`src/rtl/uart_dev.sv`:
```
`default_nettype none
// ============================================================================
// Module      : uart_dev
// Description : Memory-mapped 8N1 UART slave for one MMU device slot.
//               TX FIFO with a shift FSM, single-byte RX holding register,
//               programmable bit divisor and a level interrupt.
// Revision    : 1.0 - initial release
// ============================================================================
module uart_dev #(
  parameter int unsigned TX_DEPTH  = 8,
  parameter logic [15:0] DIV_RESET = 16'd867
) (
  input  logic        clk,
  input  logic        rst,
  input  logic [29:0] addr,
  input  logic        re,
  input  logic        we,
  input  logic [31:0] wd,
  output logic [31:0] rd,
  output logic        tx,
  input  logic        rx,
  output logic        irq
);

  localparam int unsigned PW = $clog2(TX_DEPTH);
  localparam logic [PW:0] FULL_CNT = (PW+1)'(TX_DEPTH);

  typedef enum logic [1:0] {
    ST_IDLE  = 2'd0,
    ST_START = 2'd1,
    ST_DATA  = 2'd2,
    ST_STOP  = 2'd3
  } uart_state_t;

  // Register file and flag state
  logic [15:0] div_q, div_d;
  logic [1:0]  ctrl_q, ctrl_d;
  logic [7:0]  rx_data_q, rx_data_d;
  logic        rx_valid_q, rx_valid_d;
  logic        rx_overrun_q, rx_overrun_d;
  logic        frame_err_q, frame_err_d;
  logic        irq_q, irq_d;

  // TX FIFO
  logic [7:0]  fifo_mem [TX_DEPTH];
  logic [PW-1:0] wr_ptr_q, wr_ptr_d, rd_ptr_q, rd_ptr_d;
  logic [PW:0] count_q, count_d;
  logic        fifo_push, fifo_pop, tx_empty, tx_full;

  // TX engine
  uart_state_t tx_state_q, tx_state_d;
  logic [15:0] tx_cnt_q, tx_cnt_d;
  logic [2:0]  tx_bit_q, tx_bit_d;
  logic [7:0]  tx_shift_q, tx_shift_d;
  logic        tx_q, tx_d, tx_busy;

  // RX engine
  uart_state_t rx_state_q, rx_state_d;
  logic [15:0] rx_cnt_q, rx_cnt_d;
  logic [2:0]  rx_bit_q, rx_bit_d;
  logic [7:0]  rx_shift_q, rx_shift_d;
  logic        rx_meta_q, rx_sync_q, rx_prev_q;
  logic        rx_done, rx_stop_ok;

  // Decode and helpers
  logic        sel_ok, sel_data, sel_stat, sel_div, sel_ctrl;
  logic        data_rd_fire, stat_rd_fire;
  logic [15:0] div_eff, rx_half;
  logic [16:0] div_p1;
  logic        unused_wd;

  assign unused_wd = &{1'b0, wd[31:16]};

  // A divisor below 2 would leave no room for a mid-bit RX sample.
  assign div_eff = (div_q < 16'd2) ? 16'd2 : div_q;
  assign div_p1  = {1'b0, div_eff} + 17'd1;
  assign rx_half = div_p1[16:1] - 16'd1;

  assign sel_ok   = (addr[29:2] == 28'd0);
  assign sel_data = sel_ok && (addr[1:0] == 2'd0);
  assign sel_stat = sel_ok && (addr[1:0] == 2'd1);
  assign sel_div  = sel_ok && (addr[1:0] == 2'd2);
  assign sel_ctrl = sel_ok && (addr[1:0] == 2'd3);
  assign data_rd_fire = re && sel_data;
  assign stat_rd_fire = re && sel_stat;

  assign tx_empty  = (count_q == '0);
  assign tx_full   = (count_q == FULL_CNT);
  assign fifo_push = we && sel_data && !tx_full;
  assign tx_busy   = (tx_state_q != ST_IDLE);

  assign tx  = tx_q;
  assign irq = irq_q;

  // Combinational register read, independent of the read strobe
  always_comb begin
    rd = 32'd0;
    if (sel_data)      rd = {24'd0, rx_data_q};
    else if (sel_stat) rd = {26'd0, frame_err_q, tx_busy, rx_overrun_q,
                             rx_valid_q, tx_empty, tx_full};
    else if (sel_div)  rd = {16'd0, div_q};
    else if (sel_ctrl) rd = {30'd0, ctrl_q};
  end

  // FIFO storage; contents need no reset because reset clears the pointers
  always_ff @(posedge clk) begin
    if (fifo_push) fifo_mem[wr_ptr_q] <= wd[7:0];
  end

  // FIFO pointer and occupancy update
  always_comb begin
    wr_ptr_d = fifo_push ? wr_ptr_q + PW'(1) : wr_ptr_q;
    rd_ptr_d = fifo_pop  ? rd_ptr_q + PW'(1) : rd_ptr_q;
    count_d  = count_q;
    case ({fifo_push, fifo_pop})
      2'b10:   count_d = count_q + (PW+1)'(1);
      2'b01:   count_d = count_q - (PW+1)'(1);
      default: count_d = count_q;
    endcase
  end

  // TX next-state: every state lasts div_eff+1 clocks; divisor sampled at reload
  always_comb begin
    tx_state_d = tx_state_q;
    tx_cnt_d   = tx_cnt_q;
    tx_bit_d   = tx_bit_q;
    tx_shift_d = tx_shift_q;
    fifo_pop   = 1'b0;
    case (tx_state_q)
      ST_IDLE: begin
        if (!tx_empty) begin
          fifo_pop   = 1'b1;
          tx_shift_d = fifo_mem[rd_ptr_q];
          tx_cnt_d   = div_eff;
          tx_state_d = ST_START;
        end
      end
      ST_START: begin
        if (tx_cnt_q == 16'd0) begin
          tx_cnt_d   = div_eff;
          tx_bit_d   = 3'd0;
          tx_state_d = ST_DATA;
        end else begin
          tx_cnt_d = tx_cnt_q - 16'd1;
        end
      end
      ST_DATA: begin
        if (tx_cnt_q == 16'd0) begin
          tx_cnt_d = div_eff;
          if (tx_bit_q == 3'd7) begin
            tx_state_d = ST_STOP;
          end else begin
            tx_bit_d   = tx_bit_q + 3'd1;
            tx_shift_d = {1'b0, tx_shift_q[7:1]};
          end
        end else begin
          tx_cnt_d = tx_cnt_q - 16'd1;
        end
      end
      ST_STOP: begin
        if (tx_cnt_q == 16'd0) begin
          if (!tx_empty) begin
            fifo_pop   = 1'b1;
            tx_shift_d = fifo_mem[rd_ptr_q];
            tx_cnt_d   = div_eff;
            tx_state_d = ST_START;
          end else begin
            tx_state_d = ST_IDLE;
          end
        end else begin
          tx_cnt_d = tx_cnt_q - 16'd1;
        end
      end
      default: tx_state_d = ST_IDLE;
    endcase
    // Line level registered from the next state so tx is glitch-free
    case (tx_state_d)
      ST_START: tx_d = 1'b0;
      ST_DATA:  tx_d = tx_shift_d[0];
      default:  tx_d = 1'b1;
    endcase
  end

  // RX next-state: half-bit qualify of the start edge, then mid-bit sampling
  always_comb begin
    rx_state_d = rx_state_q;
    rx_cnt_d   = rx_cnt_q;
    rx_bit_d   = rx_bit_q;
    rx_shift_d = rx_shift_q;
    rx_done    = 1'b0;
    rx_stop_ok = 1'b0;
    case (rx_state_q)
      ST_IDLE: begin
        if (rx_prev_q && !rx_sync_q) begin
          rx_cnt_d   = rx_half;
          rx_state_d = ST_START;
        end
      end
      ST_START: begin
        if (rx_cnt_q == 16'd0) begin
          if (rx_sync_q) begin
            rx_state_d = ST_IDLE;
          end else begin
            rx_cnt_d   = div_eff;
            rx_bit_d   = 3'd0;
            rx_state_d = ST_DATA;
          end
        end else begin
          rx_cnt_d = rx_cnt_q - 16'd1;
        end
      end
      ST_DATA: begin
        if (rx_cnt_q == 16'd0) begin
          rx_shift_d = {rx_sync_q, rx_shift_q[7:1]};
          rx_cnt_d   = div_eff;
          if (rx_bit_q == 3'd7) rx_state_d = ST_STOP;
          else                  rx_bit_d   = rx_bit_q + 3'd1;
        end else begin
          rx_cnt_d = rx_cnt_q - 16'd1;
        end
      end
      ST_STOP: begin
        if (rx_cnt_q == 16'd0) begin
          rx_done    = 1'b1;
          rx_stop_ok = rx_sync_q;
          rx_state_d = ST_IDLE;
        end else begin
          rx_cnt_d = rx_cnt_q - 16'd1;
        end
      end
      default: rx_state_d = ST_IDLE;
    endcase
  end

  // Register writes, read side effects and flag updates; new events win over clears
  always_comb begin
    div_d        = (we && sel_div)  ? wd[15:0] : div_q;
    ctrl_d       = (we && sel_ctrl) ? wd[1:0]  : ctrl_q;
    rx_data_d    = rx_data_q;
    rx_valid_d   = data_rd_fire ? 1'b0 : rx_valid_q;
    rx_overrun_d = stat_rd_fire ? 1'b0 : rx_overrun_q;
    frame_err_d  = stat_rd_fire ? 1'b0 : frame_err_q;
    if (rx_done) begin
      if (!rx_stop_ok) begin
        frame_err_d = 1'b1;
      end else if (!rx_valid_q || data_rd_fire) begin
        rx_data_d  = rx_shift_d;
        rx_valid_d = 1'b1;
      end else begin
        rx_overrun_d = 1'b1;
      end
    end
    irq_d = (rx_valid_q && ctrl_q[0]) || (tx_empty && !tx_busy && ctrl_q[1]);
  end

  // State registers with synchronous reset
  always_ff @(posedge clk) begin
    if (rst) begin
      div_q        <= DIV_RESET;
      ctrl_q       <= 2'd0;
      rx_data_q    <= 8'd0;
      rx_valid_q   <= 1'b0;
      rx_overrun_q <= 1'b0;
      frame_err_q  <= 1'b0;
      irq_q        <= 1'b0;
      wr_ptr_q     <= '0;
      rd_ptr_q     <= '0;
      count_q      <= '0;
      tx_state_q   <= ST_IDLE;
      tx_cnt_q     <= 16'd0;
      tx_bit_q     <= 3'd0;
      tx_shift_q   <= 8'd0;
      tx_q         <= 1'b1;
      rx_state_q   <= ST_IDLE;
      rx_cnt_q     <= 16'd0;
      rx_bit_q     <= 3'd0;
      rx_shift_q   <= 8'd0;
      rx_meta_q    <= 1'b1;
      rx_sync_q    <= 1'b1;
      rx_prev_q    <= 1'b1;
    end else begin
      div_q        <= div_d;
      ctrl_q       <= ctrl_d;
      rx_data_q    <= rx_data_d;
      rx_valid_q   <= rx_valid_d;
      rx_overrun_q <= rx_overrun_d;
      frame_err_q  <= frame_err_d;
      irq_q        <= irq_d;
      wr_ptr_q     <= wr_ptr_d;
      rd_ptr_q     <= rd_ptr_d;
      count_q      <= count_d;
      tx_state_q   <= tx_state_d;
      tx_cnt_q     <= tx_cnt_d;
      tx_bit_q     <= tx_bit_d;
      tx_shift_q   <= tx_shift_d;
      tx_q         <= tx_d;
      rx_state_q   <= rx_state_d;
      rx_cnt_q     <= rx_cnt_d;
      rx_bit_q     <= rx_bit_d;
      rx_shift_q   <= rx_shift_d;
      rx_meta_q    <= rx;
      rx_sync_q    <= rx_meta_q;
      rx_prev_q    <= rx_sync_q;
    end
  end

endmodule
`default_nettype wire

```
`config.mk`:
```
export PLATFORM = sky130hd
export DESIGN_NAME = uart_dev
export DESIGN_NICKNAME = d
export VERILOG_FILES = /design/src/rtl/uart_dev.sv
export SDC_FILE = /design/constraint.sdc
export NUM_CORES = 1
export LEC_CHECK = 0
export CORE_ASPECT_RATIO = 0.7
export CORE_UTILIZATION = 23
export CTS_BUF_LIST = sky130_fd_sc_hd__clkbuf_16
export CTS_CLUSTER_DIAMETER = 40
export DETAILED_ROUTE_END_ITERATION = 8
export HOLD_SLACK_MARGIN = 0.03
export PLACE_DENSITY_LB_ADDON = 0.12
export SYNTH_ARGS = -nofsm -noshare
export SYNTH_HDL_FRONTEND = slang
export SYNTH_SLANG_ARGS = --single-unit
```
`constraint.sdc`:
```
create_clock -name clk -period 5.2 [get_ports clk]
set_input_delay 1.04 -clock clk [delete_from_list [all_inputs] [get_ports clk]]
set_output_delay 1.04 -clock clk [all_outputs]
set_load 0.01 [all_outputs]
```
==> impl_results.md <==
- Status: complete, no violations
- Grt peak-use layer: met1
- Area of the multi-input gates: 0.004905 mm^2
- Drt first pass iters: 5
- Antenna diode count: 0
- Worst slew margin: 0.3534
- Leak Pwr: a little under 4 nW
- Filler cells: 4182
- CTS tree: yes
- Tot GR Track Use: 0.1386
- Drt drc: 0
- CP Launch Type: input pin
- Routing usage on met1: 0.2178
- Port bufs: 68
- Largest cells by area after synthesis: dfxtp_1, edfxtp_1, nand2_1
- Die ar.: slightly above 0.04 mm^2
- Wire length per cell: 17.54 um
- Achievable frequency: 217.5 MHz
- Post-synth top flop: dfxtp_1
- Synth Register Bits: 169
- Setup CP Type: in2out
- Initial antenna violation count: 0
- Critical Path Max Stage Delay: 0.63 ns
- Largest family of logic cells by synthesized area: simple AND/OR/NAND/NOR gates
- Post-synth top area share: 0.2247
- Post-synth cell types: 79
- Final Cycle Share: 0.8841
- Data arrival, critical path: about 3.6 ns
- Setup Viol. Count Final: 0
- Post-cts sizing count: 0
- Crit path capture type: output pin
- CP max-delay cell: clkdlybuf4s50_1
- Critical path's most frequent cell: clkdlybuf4s50_1
- Cells along the critical path: clkdlybuf4s50_1, nor4_1, nand4_1, nor4_2, buf_4, nand2_1, o21ai_0, clkdlybuf4s50_1
- Crit path time final: around 4.6 ns
- Global routing usage on met3: 0.02902
- Max Transition Viols Final: 0
- Mapped cell area: 0.009354 mm^2
- Nets@finish: about 1200
- Hold Path Class: reg2reg
- Mapped Cells: ~1000
- DR iter-0 viols: 486
- Worst Path Required: approximately 4.2 ns
- GR Layer Usage met2: 0.1863
- Core area: 0.03992 mm^2
- CTS root buffer: clkbuf_16
- Clock latency on the worst-skew pair: around 0.46 ns
- Largest net degree at the start of global routing: 33
- Area leader, netlist: dfxtp_1
- Post-CTS setup buffer count: 0
- Share of layout cells above drive strength 1: 0.1208
- Area growth, synth to finish: 20.60%
- Post-synth EDFFs: 64
- Max Root-Sink Buffers: 2
- # IOs: around 100
- Clk sinks: roughly 170
- Initial Util: 0.2343
- Vias in the first global route: slightly above 7000
- Clock transition at path regs: 0.08 ns
- Mux contribution to synthesized area: 0.07812
- Simple-gate portion of the synthesized area: 0.1969
- Hpwl dp: 19740 um
- Total Neg Setup Slack: 0 ns
- Storage cell area: between 0.004 and 0.005 mm^2
- Worst hold slack: approximately 0.42 ns
- R2R setup slack: between 0.8 and 0.9 ns
- Inserted Clock Buffers: 17
- Antenna-violating nets left: 0
- Worst vdd ir: between 0.0002 and 0.0003 V
- Yosys warns: 0
- Post-synthesis sequential area ratio: 0.4302
- Pwr Density: just under 400 mW/mm^2
- Slew at the pin with the worst max-slew slack: 0.9699 ns
- Grt total ovfl: 0
- Adder-cell share of the synthesized area: 0.03291
- Clock Skews: around 0.013 ns
- Async S/R FF share, synth: 0
- Drt total wl: approximately 28000 um
- Synth Area in Compound Gates: 0.1561
- Mean Syn Cell Area: a little over 9 um^2
- Final Hold Fails: 0
- Crit-path max FO: 14
- # hold bufs at CTS: 0
- Row count: 61
- Die width: around 240 um
- Avg Vias per Cell: 4.653
- CTS H-tree depth: 4
- Floorplan die height: about 170 um
- Unrepaired setup endpoints after global routing: no
- Gpl congestion: 0.7811
- Global-route wire length before repair: ~43000 um
- Synth Area in XOR/XNOR: 0.05056
- MaxCap Viol Count: 0
- Total number of vias: roughly 7500
==> synthesized netlist by cell type, types with 5 or more instances <==
| library cell | n |
|---|---|
| buf_2 | 10 |
| nor2_1 | 86 |
| and2_1 | 22 |
| xor2_1 | 22 |
| inv_1 | 24 |
| a22o_1 | 5 |
| edfxtp_1 | 64 |
| buf_4 | 20 |
| or4_1 | 9 |
| a211oi_1 | 18 |
| o211ai_1 | 7 |
| o21ai_0 | 36 |
| a211o_1 | 7 |
| nand2_1 | 125 |
| nor4_1 | 24 |
| and3_1 | 11 |
| o2bb2ai_1 | 6 |
| mux2i_1 | 28 |
| or2_2 | 6 |
| or3_1 | 9 |
| nor3_1 | 18 |
| a221oi_2 | 6 |
| mux4_2 | 16 |
| dfxtp_1 | 105 |
| a22oi_1 | 10 |
| nand4_1 | 12 |
| ha_1 | 23 |
| buf_1 | 5 |
| clkbuf_1 | 49 |
| a21oi_1 | 85 |
| nand3_1 | 20 |
| xnor2_1 | 32 |
| mux2_2 | 8 |
==> path summary, 6_finish.rpt <==
| path | from | end | cells past startpoint |
|---|---|---|---|
| min reg2reg | rx_meta_q | rx_sync_q | 1 |
| max | addr[4] | rd[2] | 8 |
| max reg2reg | div_q[2] | rx_cnt_q[15] | 14 |
| min | rx_meta_q | rx_sync_q | 1 |
==> area by class of cell <==
class | count | area share
Timing Repair Buffer | 110 | 0.08784
Clock inverter | 15 | 0.01531
Tap cell | 535 | 0.05934
Clock buffer | 17 | 0.03771
Sequential cell | 169 | 0.3567
Multi-Input combinational cell | 740 | 0.4348
Inverter | 25 | 0.008319
==> per-stage QoR <==
stage                     power (mW)  instances  instance area, um^2  setup slack (ns)    util
after floorplan                2.780       1020                 9410             1.370       -
after global placement         3.161       1579                10680            0.5837  0.2676
after detailed placement       3.168       1579                10680            0.5608  0.2676
after CTS                      4.503       1611                11280            0.5584  0.2826
after global routing           4.727       1611                11280            0.3438  0.2826
final                          4.448       1611                11280            0.6027  0.2826
==> cell families after synthesis <==
family,count (synthesis)
mux,52
xor+xnor,54
simple gates,373
buf+inv,111
fa+ha+maj,24
compound gates,221
flops,169
other cells,1
==> placed cells by master, fill, tap and decap left out, drive strengths merged, types with 12 or more instances in the layout <==
master           n
nor3            21
clkdlybuf4s50   67
nand4           12
mux2i           28
xnor2           32
clkbuf          17
nor2            89
nand2          126
and2            22
nor4            24
o21ai           41
nand3           20
a211oi          18
conb            16
xor2            22
mux4            16
edfxtp          64
a21oi           85
dfxtp          105
buf             43
inv             33
ha              23
==> worst max-delay path: cells and delay by family <==
| family | cells | cell delay (ns) |
|---|---|---|
| AO/OA/AOI/OAI | 1 | 0.12 |
| buffers and inverters | 3 | 1.33 |
| AND/OR/NAND/NOR | 4 | 1.06 |
==> where the power goes <==
part	internal, mW	leakage (nW)	total [mW]	switching [mW]
logic	0.613	2.17	1.64	1.02
registers	1.43	1.42	1.50	0.0689
clock network	0.650	0.292	1.31	0.662
==> registers in the layout (all words and copies together), names as in the netlist, 4 cells and up, named ones only <==
signal	count
tx_cnt_q	16
div_q	16
rx_data_q	8
rx_cnt_q	16
count_q	4
tx_shift_q	8
fifo_mem	64
rx_shift_q	8
==> layer usage <==
metal  vias to the layer above  wire (um)
met2                       147      11020
li1                       3724          -
met1                      3612      15860
met4                         0        224
met5                         -          0
met3                        13       1152
Power figures use the tool's default switching activity.
